[config.mk]
export PLATFORM = sky130hd
export DESIGN_NAME = pc_fetch_unit_flat
export DESIGN_NICKNAME = d
export VERILOG_FILES = /design/src/rtl/pc_fetch_unit_if.sv /design/src/rtl/pc_fetch_unit.sv /design/src/flat_wrapper.sv
export SDC_FILE = /design/constraint.sdc
export NUM_CORES = 1
export LEC_CHECK = 0
export CAP_MARGIN = 20
export CORE_ASPECT_RATIO = 1.4
export CORE_UTILIZATION = 39
export CTS_CLUSTER_SIZE = 20
export DETAILED_ROUTE_END_ITERATION = 6
export GPL_TIMING_DRIVEN = 0
export HOLD_SLACK_MARGIN = 0.03
export PLACE_DENSITY = 0.7
export SETUP_SLACK_MARGIN = 0.15
export SYNTH_ARGS = -nofsm -noshare
export SYNTH_HDL_FRONTEND = slang
export SYNTH_SLANG_ARGS = --single-unit
[constraint.sdc]
create_clock -name clk -period 3.5 [get_ports clk]
set_input_delay 0.7 -clock clk [delete_from_list [all_inputs] [get_ports clk]]
set_output_delay 0.7 -clock clk [all_outputs]
set_load 0.05 [all_outputs]
[src/rtl/pc_fetch_unit_if.sv]
// Fetch-stage bus between the PC unit and its surrounding datapath/imem.
// master = pc_fetch_unit, slave = the environment that feeds it.
interface pc_fetch_if;
    logic [31:0] instr;
    logic [1:0]  pc_src;
    logic        branch_taken;
    logic [31:0] rs_data;
    logic        stall;
    logic        irq;
    logic        exc;
    logic        eret;
    logic [31:0] pc;
    logic [31:0] pc_plus4;
    logic [31:0] epc;
    logic        kernel;
    logic        flush;
    logic        irq_ack;

    modport master (
        input  instr, pc_src, branch_taken, rs_data, stall, irq, exc, eret,
        output pc, pc_plus4, epc, kernel, flush, irq_ack
    );

    modport slave (
        output instr, pc_src, branch_taken, rs_data, stall, irq, exc, eret,
        input  pc, pc_plus4, epc, kernel, flush, irq_ack
    );
endinterface

[src/rtl/pc_fetch_unit.sv]
// Program counter / fetch sequencer: next-PC selection, interrupt and
// exception vectoring, EPC save and kernel-mode tracking.
module pc_fetch_unit #(
    parameter logic [31:0] RESET_PC = 32'h0000_0000,
    parameter logic [31:0] IRQ_PC   = 32'h0000_0004,
    parameter logic [31:0] EXC_PC   = 32'h0000_0008
) (
    input  logic          clk,
    input  logic          reset,
    pc_fetch_if.master    bus
);

    typedef enum logic {
        MODE_USER   = 1'b0,
        MODE_KERNEL = 1'b1
    } mode_t;

    mode_t       mode, mode_next;
    logic [31:0] pc_q, pc_next;
    logic [31:0] epc_q, epc_next;
    logic        ack_q, ack_next;

    logic [31:0] pc_plus4;
    logic [31:0] branch_target;
    logic [31:0] jump_target;
    logic [31:0] jr_target;
    logic        irq_take;

    assign pc_plus4      = pc_q + 32'd4;
    assign branch_target = pc_plus4 + {{14{bus.instr[15]}}, bus.instr[15:0], 2'b00};
    assign jump_target   = {pc_plus4[31:28], bus.instr[25:0], 2'b00};
    assign jr_target     = {bus.rs_data[31:2], 2'b00};

    // Interrupts are masked in kernel mode and lose to a same-cycle exception.
    assign irq_take = bus.irq & (mode == MODE_USER) & ~bus.exc;

    always_comb begin
        pc_next   = pc_q;
        epc_next  = epc_q;
        mode_next = mode;
        ack_next  = 1'b0;
        if (bus.exc) begin
            pc_next   = EXC_PC;
            mode_next = MODE_KERNEL;
            if (mode == MODE_USER)
                epc_next = pc_q;
        end else if (irq_take) begin
            pc_next   = IRQ_PC;
            epc_next  = pc_q;
            mode_next = MODE_KERNEL;
            ack_next  = 1'b1;
        end else if (!bus.stall) begin
            if (bus.eret) begin
                pc_next   = epc_q;
                mode_next = MODE_USER;
            end else begin
                unique case (bus.pc_src)
                    2'b00:   pc_next = pc_plus4;
                    2'b01:   pc_next = bus.branch_taken ? branch_target : pc_plus4;
                    2'b10:   pc_next = jump_target;
                    default: pc_next = jr_target;
                endcase
            end
        end
    end

    always_ff @(posedge clk) begin
        if (reset) begin
            pc_q  <= RESET_PC;
            epc_q <= '0;
            mode  <= MODE_USER;
            ack_q <= 1'b0;
        end else begin
            pc_q  <= pc_next;
            epc_q <= epc_next;
            mode  <= mode_next;
            ack_q <= ack_next;
        end
    end

    assign bus.pc       = pc_q;
    assign bus.pc_plus4 = pc_plus4;
    assign bus.epc      = epc_q;
    assign bus.kernel   = (mode == MODE_KERNEL);
    assign bus.irq_ack  = ack_q;
    assign bus.flush    = ~reset & (bus.exc | irq_take);

endmodule

[src/flat_wrapper.sv]
// flat-port wrapper written by rule: the top's interface ports become plain ports
module pc_fetch_unit_flat 
#(
    parameter logic [31:0] RESET_PC = 32'h0000_0000,
    parameter logic [31:0] IRQ_PC   = 32'h0000_0004,
    parameter logic [31:0] EXC_PC   = 32'h0000_0008
)
  (clk, reset, bus_instr, bus_pc_src, bus_branch_taken, bus_rs_data, bus_stall, bus_irq, bus_exc, bus_eret, bus_pc, bus_pc_plus4, bus_epc, bus_kernel, bus_flush, bus_irq_ack);
  pc_fetch_if bus_i ();
  input  logic clk;
  input  logic reset;
  input wire logic [$bits(bus_i.instr)-1:0] bus_instr;
  input wire logic [$bits(bus_i.pc_src)-1:0] bus_pc_src;
  input wire logic [$bits(bus_i.branch_taken)-1:0] bus_branch_taken;
  input wire logic [$bits(bus_i.rs_data)-1:0] bus_rs_data;
  input wire logic [$bits(bus_i.stall)-1:0] bus_stall;
  input wire logic [$bits(bus_i.irq)-1:0] bus_irq;
  input wire logic [$bits(bus_i.exc)-1:0] bus_exc;
  input wire logic [$bits(bus_i.eret)-1:0] bus_eret;
  output wire logic [$bits(bus_i.pc)-1:0] bus_pc;
  output wire logic [$bits(bus_i.pc_plus4)-1:0] bus_pc_plus4;
  output wire logic [$bits(bus_i.epc)-1:0] bus_epc;
  output wire logic [$bits(bus_i.kernel)-1:0] bus_kernel;
  output wire logic [$bits(bus_i.flush)-1:0] bus_flush;
  output wire logic [$bits(bus_i.irq_ack)-1:0] bus_irq_ack;
  assign bus_i.instr = bus_instr;
  assign bus_i.pc_src = bus_pc_src;
  assign bus_i.branch_taken = bus_branch_taken;
  assign bus_i.rs_data = bus_rs_data;
  assign bus_i.stall = bus_stall;
  assign bus_i.irq = bus_irq;
  assign bus_i.exc = bus_exc;
  assign bus_i.eret = bus_eret;
  assign bus_pc = bus_i.pc;
  assign bus_pc_plus4 = bus_i.pc_plus4;
  assign bus_epc = bus_i.epc;
  assign bus_kernel = bus_i.kernel;
  assign bus_flush = bus_i.flush;
  assign bus_irq_ack = bus_i.irq_ack;
  pc_fetch_unit #(.RESET_PC(RESET_PC), .IRQ_PC(IRQ_PC), .EXC_PC(EXC_PC)) u_core (.clk(clk), .reset(reset), .bus(bus_i));
endmodule
== Word level (Yosys, flattened, before mapping) ==
Cells that the tools add are included.

* Register bits: 66
* Input bits: 73
* Output and inout bits: 99

* $add $sub $neg: 2
* Eq/ne operators: 5
* Mux-type cells: 14
* Bitwise operators: 7
* Reductions and logical operators: 7

{| class="wikitable"
|+ Operator list
! cell !! count
|-
| two-way mux 32 bit || 5
|-
| case mux 32 bit (3 select lines) || 1
|-
| adder 32 x 3 -> 32 bit (second input constant) || 1
|-
| adder 32 bit || 1
|-
| two-way mux 4 bit || 3
|-
| two-way mux 1 bit || 5
|-
| AND reduction 2 bit || 2
|-
| AND 1 bit || 3
|-
| != test 3 x 1 -> 1 bit (second input constant) || 1
|-
| inverter 1 bit || 3
|-
| nonzero test 3 bit || 1
|-
| OR reduction 3 bit || 1
|-
| equality test 2 x 1 -> 1 bit (second input constant) || 1
|-
| equality test 2 bit (second input constant) || 1
|-
| logical NOT 2 bit || 1
|-
| != test 2 x 1 -> 1 bit (second input constant) || 1
|-
| != test 2 bit (second input constant) || 1
|-
| nonzero test 2 bit || 1
|-
| OR reduction 2 bit || 1
|-
| bitwise OR 1 bit || 1
|}

== Logic depth before layout (Yosys ltp) ==
Gate-level depths: netlist of run 1.

* Word-level depth: 8
* Gate-level depth with buffers: 17
* Gate-level depth less buffers: 17

== Least setup slack after synthesis of run 1 ==
No wires, ideal clock.

* Path kind: flip-flop to flip-flop
* Start: register u_core.pc_q[2] (netlist: u_core.bus.pc[2])
* End: register u_core.pc_q[31] (netlist: u_core.bus.pc[31])
* Setup time: 117 ps
* Data arrival time: 4785 ps
* Setup slack: -1402 ps
* Stages on the path, launching flop included: 18
* Buffers on the path: 0
* Path through: dfxtp_1 ha_1 and4_1 nand4_1 or2_1 inv_1 nand2_1 xnor2_1 ha_1 a21o_1 o221ai_1 or4_1 o22ai_1 o21ai_0 o2bb2ai_1 mux2i_1 mux2i_1 nand2_1

* Word-level cells in the longest chain between the ends: 5

{| class="wikitable"
|+ Ends and longest elaborated chain
! what !! RTL line !! RTL
|-
| from (decl) || pc_fetch_unit.sv:19 || <nowiki>logic [31:0] pc_q, pc_next;</nowiki>
|-
| from (signal assigned) || pc_fetch_unit.sv:74 || <nowiki>pc_q <= pc_next;</nowiki>
|-
| adder 32 x 3 -> 32 bit || pc_fetch_unit.sv:29 || <nowiki>assign pc_plus4 = pc_q + 32'd4;</nowiki>
|-
| net bus_pc_plus4[20] || flat_wrapper.sv:21 || <nowiki>output wire logic [$bits(bus_i.pc_plus4)-1:0] bus_pc_plus4;</nowiki>
|-
| adder 32 bit || pc_fetch_unit.sv:30 || <nowiki>assign branch_target = pc_plus4 + {{14{bus.instr[15]}}, bus.instr[15:0], 2'b00};</nowiki>
|-
| two-way mux 32 bit || pc_fetch_unit.sv:59 || <nowiki>2'b01: pc_next = bus.branch_taken ? branch_target : pc_plus4;</nowiki>
|-
| case mux 32 bit (3 select lines) || pc_fetch_unit.sv:57 || <nowiki>unique case (bus.pc_src)</nowiki>
|-
| two-way mux 32 bit || pc_fetch_unit.sv:53 || <nowiki>if (bus.eret) begin</nowiki>
|}

The timed path passes the listed nets, and every way through them passes these cells.
A chain may end at the register's enable or synchronous reset.

== Final worst setup path of run 1 ==
* Start: register u_core.pc_q[3] (netlist: u_core.bus.pc[3])
* End: register u_core.pc_q[31] (netlist: u_core.bus.pc[31])

* Word-level cells in the longest chain between the ends: 5

{| class="wikitable"
|+ Ends and longest elaborated chain
! what !! RTL line
|-
| adder 32 x 3 -> 32 bit * || pc_fetch_unit.sv:29
|-
| adder 32 bit || pc_fetch_unit.sv:30
|-
| two-way mux 32 bit || pc_fetch_unit.sv:59
|-
| case mux 32 bit (3 select lines) * || pc_fetch_unit.sv:57
|-
| two-way mux 32 bit * || pc_fetch_unit.sv:53
|}

Mark *: on every way between the ends. The rest lies on a longest branch, timed or not.

==> results of run 1 <==
[critical path: stages, from the launching register on]
cell	delay, ns
dfxtp_4	0.37
ha_4	0.13
and4_4	0.23
nand4_1	0.12
buf_6	0.16
or2_4	0.26
inv_4	0.07
nand2_4	0.06
xnor2_4	0.21
ha_4	0.24
a21o_4	0.23
buf_6	0.12
a311oi_4	0.35
o22ai_4	0.14
o21ai_2	0.20
o2bb2ai_2	0.14
mux2i_2	0.30
mux2i_1	0.21
nand2_1	0.06
[final timing paths]
path | start | end
max | u_core.bus.pc[3] | u_core.bus.pc[31]
min | u_core.bus.epc[2] | u_core.bus.epc[2]
max reg2reg | u_core.bus.pc[3] | u_core.bus.pc[31]
min reg2reg | u_core.bus.epc[2] | u_core.bus.epc[2]
[per-stage QoR]
stage,std cells,hold slack (ns)
CTS,1193,0.475
finish,1206,0.472
global placement,1149,0.461
floorplan,803,0.566
detailed placement,1149,0.464
global route,1206,0.499
[power groups by stage]
| stage | logic (mW) | registers, mW | clock network, mW |
|---|---|---|---|
| 6_report | 0.773 | 0.793 | 1.06 |
| 5_1_grt | 0.815 | 0.795 | 1.09 |
| 4_1_cts | 0.728 | 0.792 | 1.06 |
| 3_5_place_dp | 0.688 | 0.814 | 0 |
| 3_3_place_gp | 0.683 | 0.814 | 0 |
| 2_1_floorplan | 0.370 | 0.865 | 0 |
[layout make-up]
type	count	area share
Clock buffer	13	0.0308
Inverter	18	0.00766
Tap cell	185	0.0253
Buffer	49	0.0264
Sequential cell	66	0.151
Timing Repair Buffer	202	0.209
Multi-Input combinational cell	670	0.542
Clock inverter	3	0.00739
[flip-flops by register name (all words and copies together) (netlist names)]
name                count
u_core.bus.epc         32
u_core.bus.pc          32
u_core.bus.irq_ack      1
u_core.bus.kernel       1
[placed cells by master (no fill, tap or decap), types with 5 or more instances in the layout]
| cell type | netlist | layout |
|---|---|---|
| nand4_1 | 8 | 8 |
| a211oi_1 | 24 | 20 |
| o21ai_2 | 0 | 5 |
| mux2i_1 | 24 | 23 |
| inv_1 | 18 | 16 |
| o21ai_0 | 51 | 39 |
| a21o_1 | 12 | 11 |
| buf_4 | 3 | 44 |
| clkdlybuf4s15_2 | 0 | 6 |
| xor2_4 | 0 | 5 |
| nor2_4 | 0 | 6 |
| o21a_1 | 5 | 5 |
| clkbuf_16 | 0 | 10 |
| a21oi_1 | 110 | 97 |
| a21oi_2 | 0 | 12 |
| nor2b_1 | 6 | 6 |
| ha_1 | 34 | 22 |
| xor2_1 | 19 | 11 |
| o21ai_1 | 4 | 11 |
| ha_4 | 0 | 10 |
| or3_1 | 9 | 8 |
| dfxtp_4 | 0 | 13 |
| xnor2_4 | 0 | 9 |
| clkbuf_1 | 37 | 35 |
| nor2_2 | 1 | 6 |
| nor2_1 | 72 | 61 |
| nand2_1 | 126 | 123 |
| dfxtp_1 | 66 | 46 |
| buf_2 | 5 | 5 |
| nor3_1 | 20 | 17 |
| nand3_1 | 25 | 21 |
| dfxtp_2 | 0 | 7 |
| clkdlybuf4s50_1 | 0 | 143 |
| dlygate4sd2_1 | 0 | 5 |
| and3_1 | 13 | 11 |
| xnor2_2 | 1 | 8 |
[cells by family after synthesis]
kind of cell / after synthesis
adders and majority gates: 35
AOI/OAI and AO/OA: 266
DFF: 66
buffers and inverters: 67
and+or+nand+nor: 303
muxes: 25
xor gates and xnor gates: 41
[what timing repair did]
action,CTS,global route
pin swaps,38,48
setup endpoints to repair,41,30
buffers inserted,28,13
endpoints found under the hold margin,0,0
hold buffers,0,0
resized for setup,100,72
[layer usage]
metal	up-vias	GRT usage	routed length, um
met5	-	0	0
met4	0	0.186	1370
met3	88	0.0391	2310
met2	408	0.548	12100
met1	3298	0.401	9560
li1	3329	-	-
==> run_results.csv, run 1 <==
group,metric,value,unit
run_status,status,"finished with violations",
run_status,violations,"negative setup slack",
timing,finalSetupTns,-0.588,ns
placed_design,port_buffers,161,
timing,max_freq,0.269,GHz
yosys,synth_edf_count,0,
cts,path_clk_slew,0.06,ns
critical_path,ff2ff_setup_slack,-0.22,ns
yosys,synth_nets,911,
cts,h-tree-depth,3,
yosys,syn_avg_cell_area,7.08,sq um
grt,grtUsageTotal,0.326,
drt,wl,25300,um
timing,report.final.slew_viol_count,0,
timing,period_minus_slack,3.72,ns
finish,multi_input_area,4960,sq um
finish,final_util,0.648,
power_and_ir_drop,p_total,2.63,mW
yosys,synth_compound_area_frac,0.287,
placed_design,pre_cts_ws,-1.04,ns
finish,syn2layout_area_growth,60.7,%
yosys,synth_top_family_by_area,"compound AO/OA/AOI/OAI gates",
yosys,yosysMostFrequentCell,"nand2_1",
yosys,synthMuxAreaShare,0.0442,
power_and_ir_drop,vdd_drop_max,0.268,mV
grt,grt_max_degree,19,
yosys,synthTopCellsByArea,"dfxtp_1, a21oi_1, nand2_1",
min_path,worstHoldPathCells,2,
die,row_count,51,
grt,gr-total-overflow,0,
critical_path,cp.arrival,3.95,ns
yosys,ys_seq_area_frac,0.232,
yosys,synth_fa_ha_area_frac,0.0783,
power_and_ir_drop,netSwitchingPower,862,uW
yosys,ys_types,71,
yosys,ys_async_sr_fraction,0,
grt,grt_pass1_wl,37800,um
critical_path,crit_path_end_kind,"flop",
yosys,syn_inst,803,
yosys,ys.flop_type,"dfxtp_1",
cts,ctsRootBufferMaster,"clkbuf_16",
critical_path,cp_max_fo,4,
finish,layout.nets,1124,
die,io_pins,172,
min_path,hp-class,"reg2reg",
timing,worst_pin_slew,0.977,ns
finish,drive_gt1_frac,0.216,
drt,drt_pass1_iterations,5,
power_and_ir_drop,intPower,1.77,mW
drt,drt_iter0_markers,717,
cts,cts_max_path_buffers,2,
timing,hold_viol_final,0,
yosys,ys_top_cells_by_count,"nand2_1, a21oi_1, nor2_1",
die,die_h,145,um
timing,setup_violations,6,
placed_design,place.detailed.hpwl,18600,um
power_and_ir_drop,leakage,3.51,nW
grt,first_global_vias,6718,
yosys,synth_top_area_share,0.232,
power_and_ir_drop,switching_share,0.328,
timing,fin_ws,-0.219,ns
yosys,yosysTopAreaCell,"dfxtp_1",
finish,fillCellCount,1208,
drt,avgViaCountPerCell,5.91,
yosys,synth_area,5690,sq um
power_and_ir_drop,seq_power_share,0.302,
cts,clock_latency,0.34,ns
cts,cts_made_buffers,9,
finish,fin_area,9140,sq um
drt,routedWlPerCell,21.0,um
power_and_ir_drop,combPwrFrac,0.294,
critical_path,worstSetupPathType,"reg2reg",
yosys,yosysWarnings,0,
die,core,14100,sq um
critical_path,required,3.73,ns
yosys,synth_xor_area_frac,0.0658,
critical_path,r2r_cells,18,
grt,antenna_found_initial,0,
timing,min_period_over_period,1.06,
cts,cts_sinks,66,
timing,maxSlewHeadroom,0.345,
run,drv_cap,0,
timing,rsz0062_at_grt,"yes",
critical_path,worstSetupStartpointType,"flop",
placed_design,gp_congestion,0.933,
drt,drc_errors,0,
die,die_x,104,um
finish,antennaDiodeCount,0,
drt,postRouteAntennaNets,0,
finish,register_area,1380,sq um
yosys,ys_ff_latch,66,
drt,num_vias,7123,
die,dieArea,15100,sq um
timing,fin_skew,0.00923,ns
power_and_ir_drop,clockPowerShare,0.404,
yosys,synth-simple-area-share,0.244,
placed_design,dpl_cell_area,8030,sq um
cts,cts_tree,"built",
die,initial_utilization,0.403,
power_and_ir_drop,power.density,288,nW/um^2
Power figures use the tool's default switching activity.
==> run 2, diff against run 1 <==
--- a/config.mk
+++ b/config.mk
@@ -10,2 +10,3 @@
 export CORE_UTILIZATION = 39
+export CTS_CLUSTER_DIAMETER = 200
 export CTS_CLUSTER_SIZE = 20
@@ -13,3 +14,3 @@
 export GPL_TIMING_DRIVEN = 0
-export HOLD_SLACK_MARGIN = 0.03
+export HOLD_SLACK_MARGIN = 0.15
 export PLACE_DENSITY = 0.7
--- a/constraint.sdc
+++ b/constraint.sdc
@@ -3,2 +3,2 @@
 set_output_delay 0.7 -clock clk [all_outputs]
-set_load 0.05 [all_outputs]
+set_load 0.005 [all_outputs]
==> run 2 against run 1 <==
Effect of this change:
- the flow still finishes with violations (negative setup slack)
- register-to-register slack got worse by 0.08 ns
- clock skew shrank 0.0033 ns
- clock power decreased by 8%
- die area unchanged
- worst setup slack worse by 0.079 ns
- fmax shrank 2.1%
- sequential power is essentially flat
- highest routed layer unchanged
==> run_results.csv, run 2 (synthesis gave the netlist of run 1 again) <==
group,metric,value,unit
finish,fillCellCount,1168,
timing,setup_violations,8,
timing,report.final.slew_viol_count,0,
critical_path,cpMaxStageDelayCell,"or4_4",
timing,period_minus_slack,3.80,ns
drt,postRouteAntennaNets,0,
critical_path,worstSetupStartpointType,"flop",
power_and_ir_drop,clockPowerShare,0.397,
timing,finalSetupTns,-1.81,ns
critical_path,critical-path-top-delay-family,"simple AND/OR/NAND/NOR gates",
placed_design,place.detailed.hpwl,18000,um
drt,drt_iter0_markers,810,
timing,rsz0062_at_grt,"yes",
die,io_pins,172,
timing,max_freq,0.263,GHz
power_and_ir_drop,combPwrFrac,0.282,
critical_path,ff2ff_setup_slack,-0.30,ns
die,die_x,104,um
grt,grt_pass1_wl,37600,um
placed_design,gp_congestion,0.937,
critical_path,worstSetupPathType,"reg2reg",
drt,num_vias,7393,
critical_path,required,3.73,ns
timing,maxSlewHeadroom,0.382,
finish,final_common_cell,"clkdlybuf4s50_1",
drt,routedWlPerCell,21.0,um
cts,path_clk_slew,0.06,ns
finish,syn2layout_area_growth,63.4,%
cts,clock_latency,0.34,ns
critical_path,crit_chain,"ha_4, and4_4, nand4_1, buf_4, buf_4, nor2_4, xor2_2, ha_1, and3_4, nand2_1, or4_4, o22ai_4, o21ai_2, o2bb2ai_2, mux2i_2, mux2i_1, nand2_1",
power_and_ir_drop,power.density,265,nW/um^2
cts,cts_max_path_buffers,2,
power_and_ir_drop,switching_share,0.316,
cts,cts-hold-fix-buffers,0,
min_path,hp-class,"reg2reg",
drt,drt_pass1_iterations,6,
run_status,violations,"negative setup slack",
grt,gr-total-overflow,0,
power_and_ir_drop,seq_power_share,0.320,
power_and_ir_drop,intPower,1.69,mW
critical_path,rr_startpoint,"u_core.bus.pc[3]",
finish,antennaDiodeCount,0,
power_and_ir_drop,leakage,3.73,nW
run,drv_cap,0,
critical_path,crit_path_end_kind,"flop",
min_path,hold_path.startpoint,"u_core.bus.epc[31]",
placed_design,pre_cts_ws,-0.901,ns
finish,stdcell_count,1241,
finish,final_cell_mix,"clkdlybuf4s50_1, nand2_1, a21oi_1",
critical_path,cp_max_fo,5,
min_path,whs_endpoint,"u_core.bus.epc[31]",
finish,drive_gt1_frac,0.223,
cts,h-tree-depth,3,
finish,final_util,0.659,
finish,layout.nets,1159,
drt,drc_errors,0,
cts,cts_made_buffers,9,
cts,cts_tree,"built",
timing,min_period_over_period,1.09,
power_and_ir_drop,netSwitchingPower,779,uW
power_and_ir_drop,vdd_drop_max,0.229,mV
die,dieArea,15100,sq um
die,die_h,145,um
drt,wl,26000,um
cts,cts_sinks,66,
critical_path,max_stage_delay,0.55,ns
placed_design,port_buffers,161,
critical_path,cp.arrival,4.03,ns
placed_design,place_inst,1150,
timing,hold_viol_final,0,
cts,ctsRootBufferMaster,"clkbuf_16",
die,row_count,51,
die,core,14100,sq um
die,initial_utilization,0.403,
min_path,worstHoldPathCells,2,
run_status,status,"finished with violations",
critical_path,critical_path_buf_inv_count,2,
grt,grtUsageTotal,0.322,
timing,worst_pin_slew,0.927,ns
grt,grt_max_degree,19,
timing,fin_ws,-0.298,ns
critical_path,rr_endpoint,"u_core.bus.pc[31]",
grt,first_global_vias,6815,
critical_path,r2r_cells,17,
grt,antenna_found_initial,0,
drt,avgViaCountPerCell,5.96,
timing,hold_slack,0.473,ns
timing,fin_skew,0.00597,ns
## run 2: cell count changes in the layout (fill, tap and decap cells not counted), sizes merged
cell,previous run,this run
dlymetal6s2s,1,6
clkdlybuf4s18,1,0
clkdlybuf4s50,143,151
buf,55,88
clkdlybuf4s15,6,1
bufinv,2,1
dlygate4sd2,5,3
clkbuf,53,48
clkinv,0,3
## run 2: layer usage
layer | share of wire | global-route usage
met2 | 0.49 | 0.556
met5 | 0 | 0
met1 | 0.38 | 0.381
met4 | 0.051 | 0.175
met3 | 0.078 | 0.0463
## run 2: worst max-delay path by stage
stage,from,end,slack (ns),cells after the start
floorplan,u_core.bus.pc[2],u_core.bus.pc[31],0.04,17
global placement,u_core.bus.pc[2],u_core.bus.pc[31],-0.87,17
detailed placement,u_core.bus.pc[2],u_core.bus.pc[31],-0.90,17
CTS,u_core.bus.pc[2],u_core.bus.pc[31],-0.27,18
global route,u_core.bus.pc[3],u_core.bus.pc[23],-0.39,17
finish,u_core.bus.pc[3],u_core.bus.pc[31],-0.30,17
## run 2: layout make-up
class,instances,area (sq um),area share
buffer,49,249,0.0268
inverter,18,70.1,0.00753
clock inverter,5,60.1,0.00646
clock buffer,11,264,0.0284
multi-input combinational,670,4840,0.521
sequential,66,1370,0.148
tap,185,231,0.0249
timing repair buffer,237,2210,0.238
## run 2: repair_timing
item                                    in CTS  in global routing
resized for setup                          107                 87
pin swaps                                   41                 42
endpoints found under the setup margin      36                 32
buffers inserted                            49                 26
## run 2: per-stage QoR
stage          power (mW)  instance area [sq um]
2_1_floorplan        1.12                   5740
3_3_place_gp         1.38                   7580
3_5_place_dp         1.38                   7590
4_1_cts              2.40                   8730
5_1_grt              2.54                   9300
6_report             2.47                   9300
## run 2: worst register-to-register path: stages (launching register included)
cell       delay [ns]
dfxtp_4          0.37
ha_4             0.13
and4_4           0.22
nand4_1          0.17
buf_4            0.19
buf_4            0.17
nor2_4           0.13
xor2_2           0.08
ha_1             0.41
and3_4           0.22
nand2_1          0.08
or4_4            0.55
o22ai_4          0.21
o21ai_2          0.10
o2bb2ai_2        0.14
mux2i_2          0.25
mux2i_1          0.21
nand2_1          0.06
## run 2: power groups by stage
| stage | sequential, mW | combinational [mW] | clock (mW) |
|---|---|---|---|
| after floorplan | 0.807 | 0.312 | 0 |
| after global placement | 0.815 | 0.566 | 0 |
| after detailed placement | 0.815 | 0.568 | 0 |
| after CTS | 0.789 | 0.636 | 0.971 |
| after global routing | 0.791 | 0.739 | 1.01 |
| final | 0.790 | 0.696 | 0.980 |
==> run 3, diff against run 2 <==
- PLACE_DENSITY: 0.7 -> 0.82
==> run 3 against run 2 <==
Effect of this change:
- final cell count decreased by 0.89%
- first-iteration DRC count decreased by 1.6%
- combinational power decreased by 2.9%
- critical path depth increased by 1
- critical endpoint unchanged
- the run still ends with negative setup slack left
- fmax increased by 0.79%
- sequential power about the same
- non-clock buffer count decreased by 11
- clock skew decreased by 0.0018 ns
==> run_results.csv, run 3 (synthesis gave the netlist of run 1 again) <==
group,metric,value,unit
run_status,status,"finished with violations",
run_status,violations,"negative setup slack",
drt,drc_errors,0,
drt,avgViaCountPerCell,6.17,
finish,final_util,0.642,
finish,final_common_cell,"clkdlybuf4s50_1",
power_and_ir_drop,vdd_drop_max,0.243,mV
grt,antenna_found_initial,0,
die,io_pins,172,
finish,final_cell_mix,"clkdlybuf4s50_1, nand2_1, a21oi_1",
timing,hold_slack,0.477,ns
drt,wl,25800,um
finish,fillCellCount,1147,
timing,finalSetupTns,-1.11,ns
critical_path,critical_path_buf_inv_count,3,
power_and_ir_drop,power.density,270,nW/um^2
timing,report.final.slew_viol_count,0,
cts,cts-hold-fix-buffers,0,
cts,h-tree-depth,3,
cts,cts_made_buffers,9,
drt,postRouteAntennaNets,0,
critical_path,worstSetupPathType,"reg2reg",
timing,rsz0062_at_grt,"yes",
timing,maxSlewHeadroom,0.298,
critical_path,cpMaxStageDelayCell,"dfxtp_4",
drt,routedWlPerCell,20.9,um
finish,antennaDiodeCount,0,
run,drv_cap,0,
critical_path,required,3.72,ns
drt,num_vias,7584,
die,die_h,145,um
die,dieArea,15100,sq um
cts,ctsRootBufferMaster,"clkbuf_16",
finish,drive_gt1_frac,0.192,
placed_design,gp_congestion,0.925,
drt,drt_iter0_markers,797,
cts,cts_sinks,66,
drt,drt_pass1_iterations,6,
grt,first_global_vias,6978,
finish,multi_input_area,4680,sq um
die,core,14100,sq um
timing,period_minus_slack,3.77,ns
timing,fin_ws,-0.269,ns
critical_path,max_stage_delay,0.38,ns
critical_path,worstSetupStartpointType,"flop",
timing,max_freq,0.265,GHz
die,initial_utilization,0.403,
min_path,hp-class,"reg2reg",
power_and_ir_drop,p_total,2.44,mW
die,row_count,51,
grt,gr-total-overflow,0,
timing,min_period_over_period,1.08,
cts,path_clk_slew,0.06,ns
power_and_ir_drop,leakage,3.67,nW
timing,fin_skew,0.00414,ns
timing,worst_pin_slew,1.05,ns
grt,grt_max_degree,19,
placed_design,port_buffers,161,
grt,grt_pass1_wl,37800,um
critical_path,cp.arrival,3.99,ns
critical_path,critical-path-top-delay-family,"compound AO/OA/AOI/OAI gates",
placed_design,place.detailed.hpwl,18000,um
die,die_x,104,um
grt,grtUsageTotal,0.319,
placed_design,pre_cts_ws,-0.765,ns
finish,syn2layout_area_growth,59.1,%
cts,clock_latency,0.33,ns
critical_path,cp_max_fo,5,
finish,layout.nets,1148,
timing,setup_violations,7,
cts,cts_max_path_buffers,2,
finish,register_area,1370,sq um
timing,hold_viol_final,0,
critical_path,crit_path_end_kind,"flop",
critical_path,crit_chain,"ha_4, and4_4, nand4_1, buf_6, or2_4, inv_4, nand2_4, xnor2_4, ha_4, a21o_1, buf_4, a311oi_4, o22ai_4, o21ai_2, o2bb2ai_2, mux2i_1, mux2i_1, nand2_1",
cts,cts_tree,"built",
[run 3: report_power, final]
part / switching [mW] / leakage, nW / internal, mW
Combinational: 0.375 / 2.97 / 0.301
Sequential: 0.0275 / 0.544 / 0.762
Clock: 0.376 / 0.156 / 0.603
Total: 0.779 / 3.67 / 1.67
[run 3: final cells by class]
type | count | share of cell area
buffer | 49 | 0.0274
clock buffer | 10 | 0.0276
clock inverter | 6 | 0.00788
inverter | 18 | 0.00774
multi-input combinational | 670 | 0.517
sequential | 66 | 0.151
tap | 185 | 0.0256
timing repair buffer | 226 | 0.236
[run 3: repair_timing]
action,CTS,global route
pin swaps,34,35
gates resized for setup,84,74
setup buffers,39,25
setup endpoints to repair,34,31
[run 3: worst register-to-register path: stages (launching register included)]
cell,delay (ns)
dfxtp_4,0.38
ha_4,0.13
and4_4,0.24
nand4_1,0.13
buf_6,0.17
or2_4,0.26
inv_4,0.07
nand2_4,0.06
xnor2_4,0.22
ha_4,0.25
a21o_1,0.20
buf_4,0.17
a311oi_4,0.36
o22ai_4,0.15
o21ai_2,0.18
o2bb2ai_2,0.13
mux2i_1,0.29
mux2i_1,0.21
nand2_1,0.07
[run 3: path summary, 6_finish.rpt]
path | from | endpoint | slack, ns | depth (start not counted)
hold / removal | u_core.bus.epc[0] | u_core.bus.epc[0] | 0.48 | 2
setup reg to reg | u_core.bus.pc[2] | u_core.bus.pc[31] | -0.27 | 18
hold reg to reg | u_core.bus.epc[0] | u_core.bus.epc[0] | 0.48 | 2
setup / recovery | u_core.bus.pc[2] | u_core.bus.pc[31] | -0.27 | 18
[run 3: per-stage QoR]
stage	instance area, sq um	std cells
floorplan	5740	803
global placement	7580	1149
detailed placement	7590	1150
CTS	8570	1205
global route	9050	1230
finish	9050	1230
[run 3: metal layers]
layer | up-vias | part of all wire | GRT usage
li1 | 3377 | - | -
met1 | 3484 | 0.36 | 0.368
met2 | 560 | 0.47 | 0.547
met3 | 163 | 0.092 | 0.0395
met4 | 0 | 0.080 | 0.216
met5 | - | 0 | 0
